## config.mk

```make
export PLATFORM = sky130hd
export DESIGN_NAME = ex_mdu
export DESIGN_NICKNAME = d
export VERILOG_FILES = /design/src/rtl/ex_mdu.sv
export SDC_FILE = /design/constraint.sdc
export NUM_CORES = 2
export LEC_CHECK = 0
export CAP_MARGIN = 10
export CORE_MARGIN = 2
export CORE_UTILIZATION = 60
export CTS_CLUSTER_SIZE = 8
export DETAILED_ROUTE_END_ITERATION = 12
export HOLD_SLACK_MARGIN = 0.03
export PLACE_DENSITY_LB_ADDON = 0.05
export SLEW_MARGIN = 20
export SYNTH_ARGS = -nofsm -noshare
export SYNTH_HDL_FRONTEND = slang
export SYNTH_SLANG_ARGS = --single-unit
export TNS_END_PERCENT = 50
```

## constraint.sdc

```tcl
create_clock -name clk -period 9.2 [get_ports clk]
set_input_delay 1.38 -clock clk [delete_from_list [all_inputs] [get_ports clk]]
set_output_delay 1.38 -clock clk [all_outputs]
set_load 0.02 [all_outputs]
```

## src/rtl/ex_mdu.sv

```systemverilog
// EX-stage multiply/divide unit: multi-cycle mult/multu/div/divu into HI/LO, single-cycle mthi/mtlo.
// Optional MDU_FLUSH_EN adds a `flush` input that abandons an in-flight op without touching HI/LO.
module ex_mdu #(
    parameter int MULT_CYCLES = 5,
    parameter int WIDTH       = 32
) (
    input  logic             clk,
    input  logic             reset,
`ifdef MDU_FLUSH_EN
    input  logic             flush,
`endif
    input  logic             start,
    input  logic [2:0]       op,
    input  logic [WIDTH-1:0] a,
    input  logic [WIDTH-1:0] b,
    output logic             busy,
    output logic             done,
    output logic [WIDTH-1:0] hi,
    output logic [WIDTH-1:0] lo
);

    typedef enum logic [1:0] {
        IDLE = 2'd0,
        MUL  = 2'd1,
        DIV  = 2'd2,
        FIX  = 2'd3
    } state_t;

    localparam logic [2:0] OP_MULT  = 3'b000;
    localparam logic [2:0] OP_MULTU = 3'b001;
    localparam logic [2:0] OP_DIV   = 3'b010;
    localparam logic [2:0] OP_DIVU  = 3'b011;
    localparam logic [2:0] OP_MTHI  = 3'b100;
    localparam logic [2:0] OP_MTLO  = 3'b101;

    state_t               state_r;
    logic [4:0]           cnt_r;
    logic                 busy_r;
    logic                 done_r;
    logic [WIDTH-1:0]     hi_r;
    logic [WIDTH-1:0]     lo_r;
    logic [2*WIDTH-1:0]   prod_r;
    logic [WIDTH-1:0]     rem_r;
    logic [WIDTH-1:0]     quot_r;
    logic [WIDTH-1:0]     dvs_r;
    logic [WIDTH-1:0]     a_raw_r;
    logic                 neg_q_r;
    logic                 neg_r_r;
    logic                 divz_r;

    logic                 flush_s;
    logic                 is_signed_s;
    logic [2*WIDTH-1:0]   ext_a_s;
    logic [2*WIDTH-1:0]   ext_b_s;
    logic [2*WIDTH-1:0]   prod_s;
    logic [WIDTH-1:0]     abs_a_s;
    logic [WIDTH-1:0]     abs_b_s;
    logic [WIDTH:0]       shift_s;
    logic                 ge_s;
    logic [WIDTH-1:0]     rem_nx_s;
    logic [WIDTH-1:0]     q_fix_s;
    logic [WIDTH-1:0]     r_fix_s;

`ifdef MDU_FLUSH_EN
    assign flush_s = flush;
`else
    assign flush_s = 1'b0;
`endif

    // op[0] clear selects the signed variants of mult and div
    assign is_signed_s = ~op[0];
    assign ext_a_s     = {{WIDTH{a[WIDTH-1] & is_signed_s}}, a};
    assign ext_b_s     = {{WIDTH{b[WIDTH-1] & is_signed_s}}, b};
    assign prod_s      = ext_a_s * ext_b_s;
    assign abs_a_s     = (is_signed_s && a[WIDTH-1]) ? (~a + {{(WIDTH-1){1'b0}}, 1'b1}) : a;
    assign abs_b_s     = (is_signed_s && b[WIDTH-1]) ? (~b + {{(WIDTH-1){1'b0}}, 1'b1}) : b;

    // Restoring step: the next dividend bit shifts into the partial remainder
    assign shift_s  = {rem_r, quot_r[WIDTH-1]};
    assign ge_s     = (shift_s >= {1'b0, dvs_r});
    assign rem_nx_s = ge_s ? (shift_s[WIDTH-1:0] - dvs_r) : shift_s[WIDTH-1:0];
    assign q_fix_s  = neg_q_r ? (~quot_r + {{(WIDTH-1){1'b0}}, 1'b1}) : quot_r;
    assign r_fix_s  = neg_r_r ? (~rem_r + {{(WIDTH-1){1'b0}}, 1'b1}) : rem_r;

    assign busy = busy_r;
    assign done = done_r;
    assign hi   = hi_r;
    assign lo   = lo_r;

    // Control FSM, divider datapath and HI/LO registers
    always_ff @(posedge clk or negedge reset) begin
        if (!reset) begin
            state_r <= IDLE;
            cnt_r   <= 5'd0;
            busy_r  <= 1'b0;
            done_r  <= 1'b0;
            hi_r    <= '0;
            lo_r    <= '0;
            prod_r  <= '0;
            rem_r   <= '0;
            quot_r  <= '0;
            dvs_r   <= '0;
            a_raw_r <= '0;
            neg_q_r <= 1'b0;
            neg_r_r <= 1'b0;
            divz_r  <= 1'b0;
        end else begin
            done_r <= 1'b0;
            if (flush_s) begin
                state_r <= IDLE;
                cnt_r   <= 5'd0;
                busy_r  <= 1'b0;
            end else begin
                case (state_r)
                    IDLE: begin
                        if (start) begin
                            case (op)
                                OP_MULT, OP_MULTU: begin
                                    prod_r  <= prod_s;
                                    cnt_r   <= 5'(MULT_CYCLES - 1);
                                    state_r <= MUL;
                                    busy_r  <= 1'b1;
                                end
                                OP_DIV, OP_DIVU: begin
                                    rem_r   <= '0;
                                    quot_r  <= abs_a_s;
                                    dvs_r   <= abs_b_s;
                                    a_raw_r <= a;
                                    neg_q_r <= is_signed_s & (a[WIDTH-1] ^ b[WIDTH-1]);
                                    neg_r_r <= is_signed_s & a[WIDTH-1];
                                    divz_r  <= (b == '0);
                                    cnt_r   <= 5'd31;
                                    state_r <= DIV;
                                    busy_r  <= 1'b1;
                                end
                                OP_MTHI: hi_r <= a;
                                OP_MTLO: lo_r <= a;
                                default: ;
                            endcase
                        end
                    end
                    MUL: begin
                        if (cnt_r == 5'd0) begin
                            {hi_r, lo_r} <= prod_r;
                            done_r       <= 1'b1;
                            state_r      <= IDLE;
                            busy_r       <= 1'b0;
                        end else begin
                            cnt_r <= cnt_r - 5'd1;
                        end
                    end
                    DIV: begin
                        rem_r  <= rem_nx_s;
                        quot_r <= {quot_r[WIDTH-2:0], ge_s};
                        if (cnt_r == 5'd0) begin
                            state_r <= FIX;
                        end else begin
                            cnt_r <= cnt_r - 5'd1;
                        end
                    end
                    FIX: begin
                        // Divide-by-zero reports all-ones quotient and the raw dividend
                        if (divz_r) begin
                            lo_r <= '1;
                            hi_r <= a_raw_r;
                        end else begin
                            lo_r <= q_fix_s;
                            hi_r <= r_fix_s;
                        end
                        done_r  <= 1'b1;
                        state_r <= IDLE;
                        busy_r  <= 1'b0;
                    end
                    default: begin
                        state_r <= IDLE;
                        busy_r  <= 1'b0;
                    end
                endcase
            end
        end
    end

endmodule

```

## Word level (Yosys, flattened, before mapping)

Index checks and enable logic that the tools add are counted.

| storage, ports and cells | value |
|---|---|
| register bits | 268 |
| input port bits | 70 |
| output and inout port bits | 66 |
| word-level logic and storage cells | 105 |

| operators by class | value |
|---|---|
| $add $sub $neg | 6 |
| multiply operators | 1 |
| $lt $le $gt $ge | 1 |
| equality and inequality tests | 17 |
| multiplexer cells | 36 |
| bitwise operators | 9 |
| reduce and logical (&&, ||, !) cells | 21 |

Operators by type and width:

| operator | number |
|---|---|
| two-way mux 32 bit | 17 |
| one-hot mux 32 bit (3 select lines) | 2 |
| adder 32 x 1 -> 32 bit (second input constant) | 4 |
| NOT 32 bit | 4 |
| one-hot mux 32 bit (2 select lines) | 2 |
| multiplier 33 x 33 -> 64 bit | 1 |
| >= comparator 33 x 32 -> 1 bit | 1 |
| logical NOT 32 bit | 1 |
| subtractor 32 bit | 1 |
| one-hot mux 5 bit (2 select lines) | 2 |
| AND reduction 4 bit | 5 |
| two-way mux 5 bit | 2 |
| inequality test 2 bit (second input constant) | 5 |
| AND reduction 3 bit | 3 |
| one-hot mux 2 bit (4 select lines) | 1 |
| equality test 3 x 2 -> 1 bit (second input constant) | 2 |
| equality test 3 bit (second input constant) | 2 |
| two-way mux 2 bit | 3 |
| inequality test 2 x 1 -> 1 bit (second input constant) | 3 |
| OR reduction 2 bit | 3 |
| logical NOT 5 bit | 1 |
| subtractor 5 x 1 -> 5 bit (second input constant) | 1 |
| equality test 2 bit (second input constant) | 2 |
| two-way mux 1 bit | 4 |
| 15 further kinds | 19 |

## Longest topological paths before layout

| depth | value |
|---|---|
| depth in word-level cells | 6 |
| depth in mapped cells | 34 |
| gate-level depth less buffers | 29 |

## Least setup slack after synthesis

OpenSTA, ideal clock, no wires.

| path | value |
|---|---|
| path kind | in2reg |
| start point | input port a[31] |
| end point | register prod_r[60] |
| setup time | 131 ps |
| data arrival time | 9656 ps |
| data required time | 9069 ps |
| slack | -587 ps |
| stages on the path | 32 |
| buffers on the path | 5 |
| cells stage by stage | clkbuf_1 -> nor2b_1 -> clkbuf_1 -> clkbuf_1 -> clkbuf_1 -> nand2_1 -> inv_1 -> fa_1 -> fa_1 -> fa_1 -> inv_1 -> fa_1 -> inv_1 -> fa_1 -> fa_1 -> fa_1 -> inv_1 -> fa_1 -> inv_1 -> ha_1 -> clkbuf_1 -> nand2_1 -> nor2_1 -> a221o_1 -> nand2_1 -> a21bo_2 -> o2bb2ai_1 -> o31a_1 -> o31a_1 -> a221oi_2 -> nor4b_1 -> or3_1 |

| on the way | value |
|---|---|
| word-level cells in the longest chain between the ends | 2 |

RTL lines:

| item | line | source |
|---|---|---|
| start: declaration | 14 | `input logic [WIDTH-1:0] a,` |
| AND 1 bit | 72 | `assign ext_a_s = {{WIDTH{a[WIDTH-1] & is_signed_s}}, a};` |
| multiplier 33 x 33 -> 64 bit (*) | 74 | `assign prod_s = ext_a_s * ext_b_s;` |
| end signal: assignment | 119 | `prod_r <= prod_s;` |
| end: declaration | 42 | `logic [2*WIDTH-1:0] prod_r;` |

Mark *: on every way between the ends. The rest lies on a longest branch, timed or not.
A chain may end at the register's enable or synchronous reset.

## Worst setup path in the final report

| path | value |
|---|---|
| start point | input port op[0] |
| end point | register prod_r[60] |

| on the way | value |
|---|---|
| word-level cells in the longest chain between the ends | 3 |
| elaborated cells between the ends (all ways) | 8 |
| classes of those cells | mul (1); eq/ne (1); bitwise (3); reduce/logical (3) |

RTL lines:

| item | line | source |
|---|---|---|
| start: declaration | 13 | `input logic [2:0] op,` |
| NOT 1 bit (tied with other cells) | 71 | `assign is_signed_s = ~op[0];` |
| AND 1 bit (tied with other cells) | 72 |  |
| multiplier 33 x 33 -> 64 bit or AND reduction 3 bit (tied branches) | - |  |

Parallel ways exist; a longest one is shown, timed or not.

==> out/metrics.cfg <==
[outcome]
outcome=finished, violations left
violations=DRC

[layout]
final_common_cell=inv_1
fill_cells=7449
final_core_util_pct=67.53
drive_gt1_share_pct=9.104
layout_common_cells=inv_1, fa_1, nand2_1
areaGrowthSynthToFinish_pct=11.53
nets=7672

[run]
max_cap_violations=0

[drt]
vias=42430
route.detailed.drc=36
drtAntennaViolNets=0
drt-initial-drc-count=3308
dr.pass1.iters=12
wl_um=158600
vias_per_cell=5.732
wire_per_inst_um=21.43

[cts]
tritoncts=built
clock-sinks=268
cts_buffer_depth=3
cts_buffers=39
root_buffer=clkbuf_16
h-tree-depth=2
path_clk_slew_ns=0.05
insertion_delay_ns=0.53

[yosys]
synth_ff_type=dfrtp_1
synth_nets=7471
synth-seq-cells=268
ys_seq_area_share_pct=12.51
synth_cell_types=70
syn-instance-count=6021
synth_edf_count=0
async_flop_share_pct=100.0
synth_area_per_cell_sq_um=8.901
syn_area_sq_mm=0.05359
yosysWarnings=0

[worst_hold_path]
min_to=dvs_r[26]
min-delay-start=dvs_r[26]
hold_depth=2
hold_class=reg2reg

[floorplanning]
die_h_um=302.9
die_area_sq_mm=0.09173
io_pins=136
core_area_sq_mm=0.08851
dieWidth_um=302.9
row_count=109
start_util_pct=60.55

[sta]
finalHoldViolations=0
slew_violations=0
worst_pin_slew_ns=1.088
whs_ns=0.4762
fmax_mhz=112.0
period_share_pct=97.06
min_period_ns=8.930
skew_ns=0.02243
setup_viol=0
setup_ws_ns=0.2703
relSlewSlack_pct=27.36

[global_routing]
grt.total_usage_pct=35.95
grt_pass1_vias=44410
grt_pass1_wl_um=252200
antenna_found_initial=12
overflow=0
grt_max_degree=173

[setup_path]
reg2reg_from=rem_r[0]
cp.arrival_ns=9.34
r2r-end=rem_r[11]
crit_required_ns=9.61
cpMaxStageDelayCell=fa_1
cp-end-kind=register
cp_top_family=adder cells
start_kind=input pin
path_class=in2reg
cp_num_cells=31
r2r_slack_ns=5.14
worstPathMaxFanout=7
slowest_delay_ns=0.52
reg2regPathDepth=12
cpMostUsedCell=fa_1
crit_buf_inv=9

[place]
pre_cts_slack_ns=-0.4386
port_buffers=135
gp_congestion=0.9459
dpl.hpwl_um=130300

[layout make-up]
class                      count  area (sq um)  area share [%]
multi-input combinational   4195         41140           68.83
tap                         1165          1458           2.439
sequential                   268          6708           11.22
timing repair buffer         550          5010           8.381
clock buffer                  45          1020           1.706
clock inverter                 2         25.02         0.04186
inverter                    1168          4392           7.347
antenna                        8         20.02         0.03349
[registers in the layout, summed over array words and instances (netlist names)]
name,flops
a_raw_r,32
busy,1
cnt_r,5
divz_r,1
done,1
dvs_r,32
hi,32
lo,32
neg_q_r,1
neg_r_r,1
prod_r,64
quot_r,32
rem_r,32
state_r,2
[routing by layer]
layer  track usage, %  wire [um]  vias up
met1            49.83      64770    21780
li1                 -          -    18670
met3            4.769      12100      321
met4            11.68       5808        8
met2            59.14      75910     1649
met5                0         46        -
[cell usage after synthesis, types with 6 or more instances]
master | instances | area [sq um]
a21oi_1 | 170 | 850.8
nor2_1 | 195 | 732.0
mux2i_1 | 9 | 90.09
or3_1 | 24 | 150.1
a31oi_1 | 64 | 400.4
nor4_1 | 15 | 93.84
o21bai_1 | 15 | 112.6
fa_1 | 1126 | 22540
o41ai_1 | 17 | 148.9
a211oi_1 | 10 | 75.07
or4_1 | 14 | 105.1
a21o_1 | 45 | 337.8
nand3_1 | 22 | 110.1
o21a_1 | 10 | 75.07
o21ai_0 | 286 | 1431
nor2b_1 | 18 | 112.6
o31ai_1 | 42 | 315.3
mux2_2 | 36 | 405.4
and2_1 | 367 | 2296
o211ai_1 | 7 | 52.55
nand2b_1 | 24 | 150.1
nand4_1 | 18 | 112.6
buf_1 | 60 | 225.2
nand2_1 | 995 | 3735
dfrtp_1 | 268 | 6706
a21boi_0 | 6 | 45.04
nor3_1 | 29 | 145.1
a22o_1 | 24 | 210.2
xnor2_1 | 111 | 972.2
xor2_1 | 99 | 867.1
clkbuf_1 | 325 | 1220
inv_1 | 1166 | 4377
or2_2 | 8 | 50.05
and3_1 | 11 | 68.82
a41oi_1 | 9 | 78.83
ha_1 | 254 | 3178
a22oi_1 | 55 | 412.9
[cells by family after synthesis]
kind of cell             after synthesis  synth area share (%)
AND/OR/NAND/NOR                     1756                 14.95
buffers and inverters               1558                 10.94
adder cells (fa/ha/maj)             1380                 47.99
AO/OA/AOI/OAI                        804                 9.250
flip-flops                           268                 12.51
XOR/XNOR                             210                 3.432
multiplexers                          45                0.9245
[tightest hold or removal path, delay by kind of cell (launching register included)]
family / cells / cell delay (ns)
compound gates: 1 / 0.06
flops: 1 / 0.34
simple gates: 1 / 0.05
[per-stage QoR]
| stage | instance area [sq um] | setup TNS (ns) | instances |
|---|---|---|---|
| detailed placement | 58660 | -4.231 | 7344 |
| CTS | 59710 | 0 | 7391 |
| floorplan | 53660 | 0 | 6021 |
| global placement | 58660 | -2.599 | 7344 |
| global route | 59760 | -0.04690 | 7397 |
| finish | 59770 | 0 | 7401 |
[timing repair]
item / CTS / global route
gates resized for setup: 0 / 9
hold buffers: 0 / 0
setup endpoints to repair: 0 / 13
setup buffers: 0 / 2
[how the worst max path moves through the flow]
stage | start | to | slack, ns
2_1_floorplan | a[31] | prod_r[60] | 0.02
3_3_place_gp | b[1] | prod_r[60] | -0.32
3_5_place_dp | b[1] | prod_r[60] | -0.44
4_1_cts | b[1] | prod_r[60] | 0.12
5_1_grt | op[0] | prod_r[62] | -0.05
6_report | op[0] | prod_r[60] | 0.27
Power is left out: the tool's default activity adds up to more than one toggle a clock period on the data nets, which glitch-free logic cannot reach.
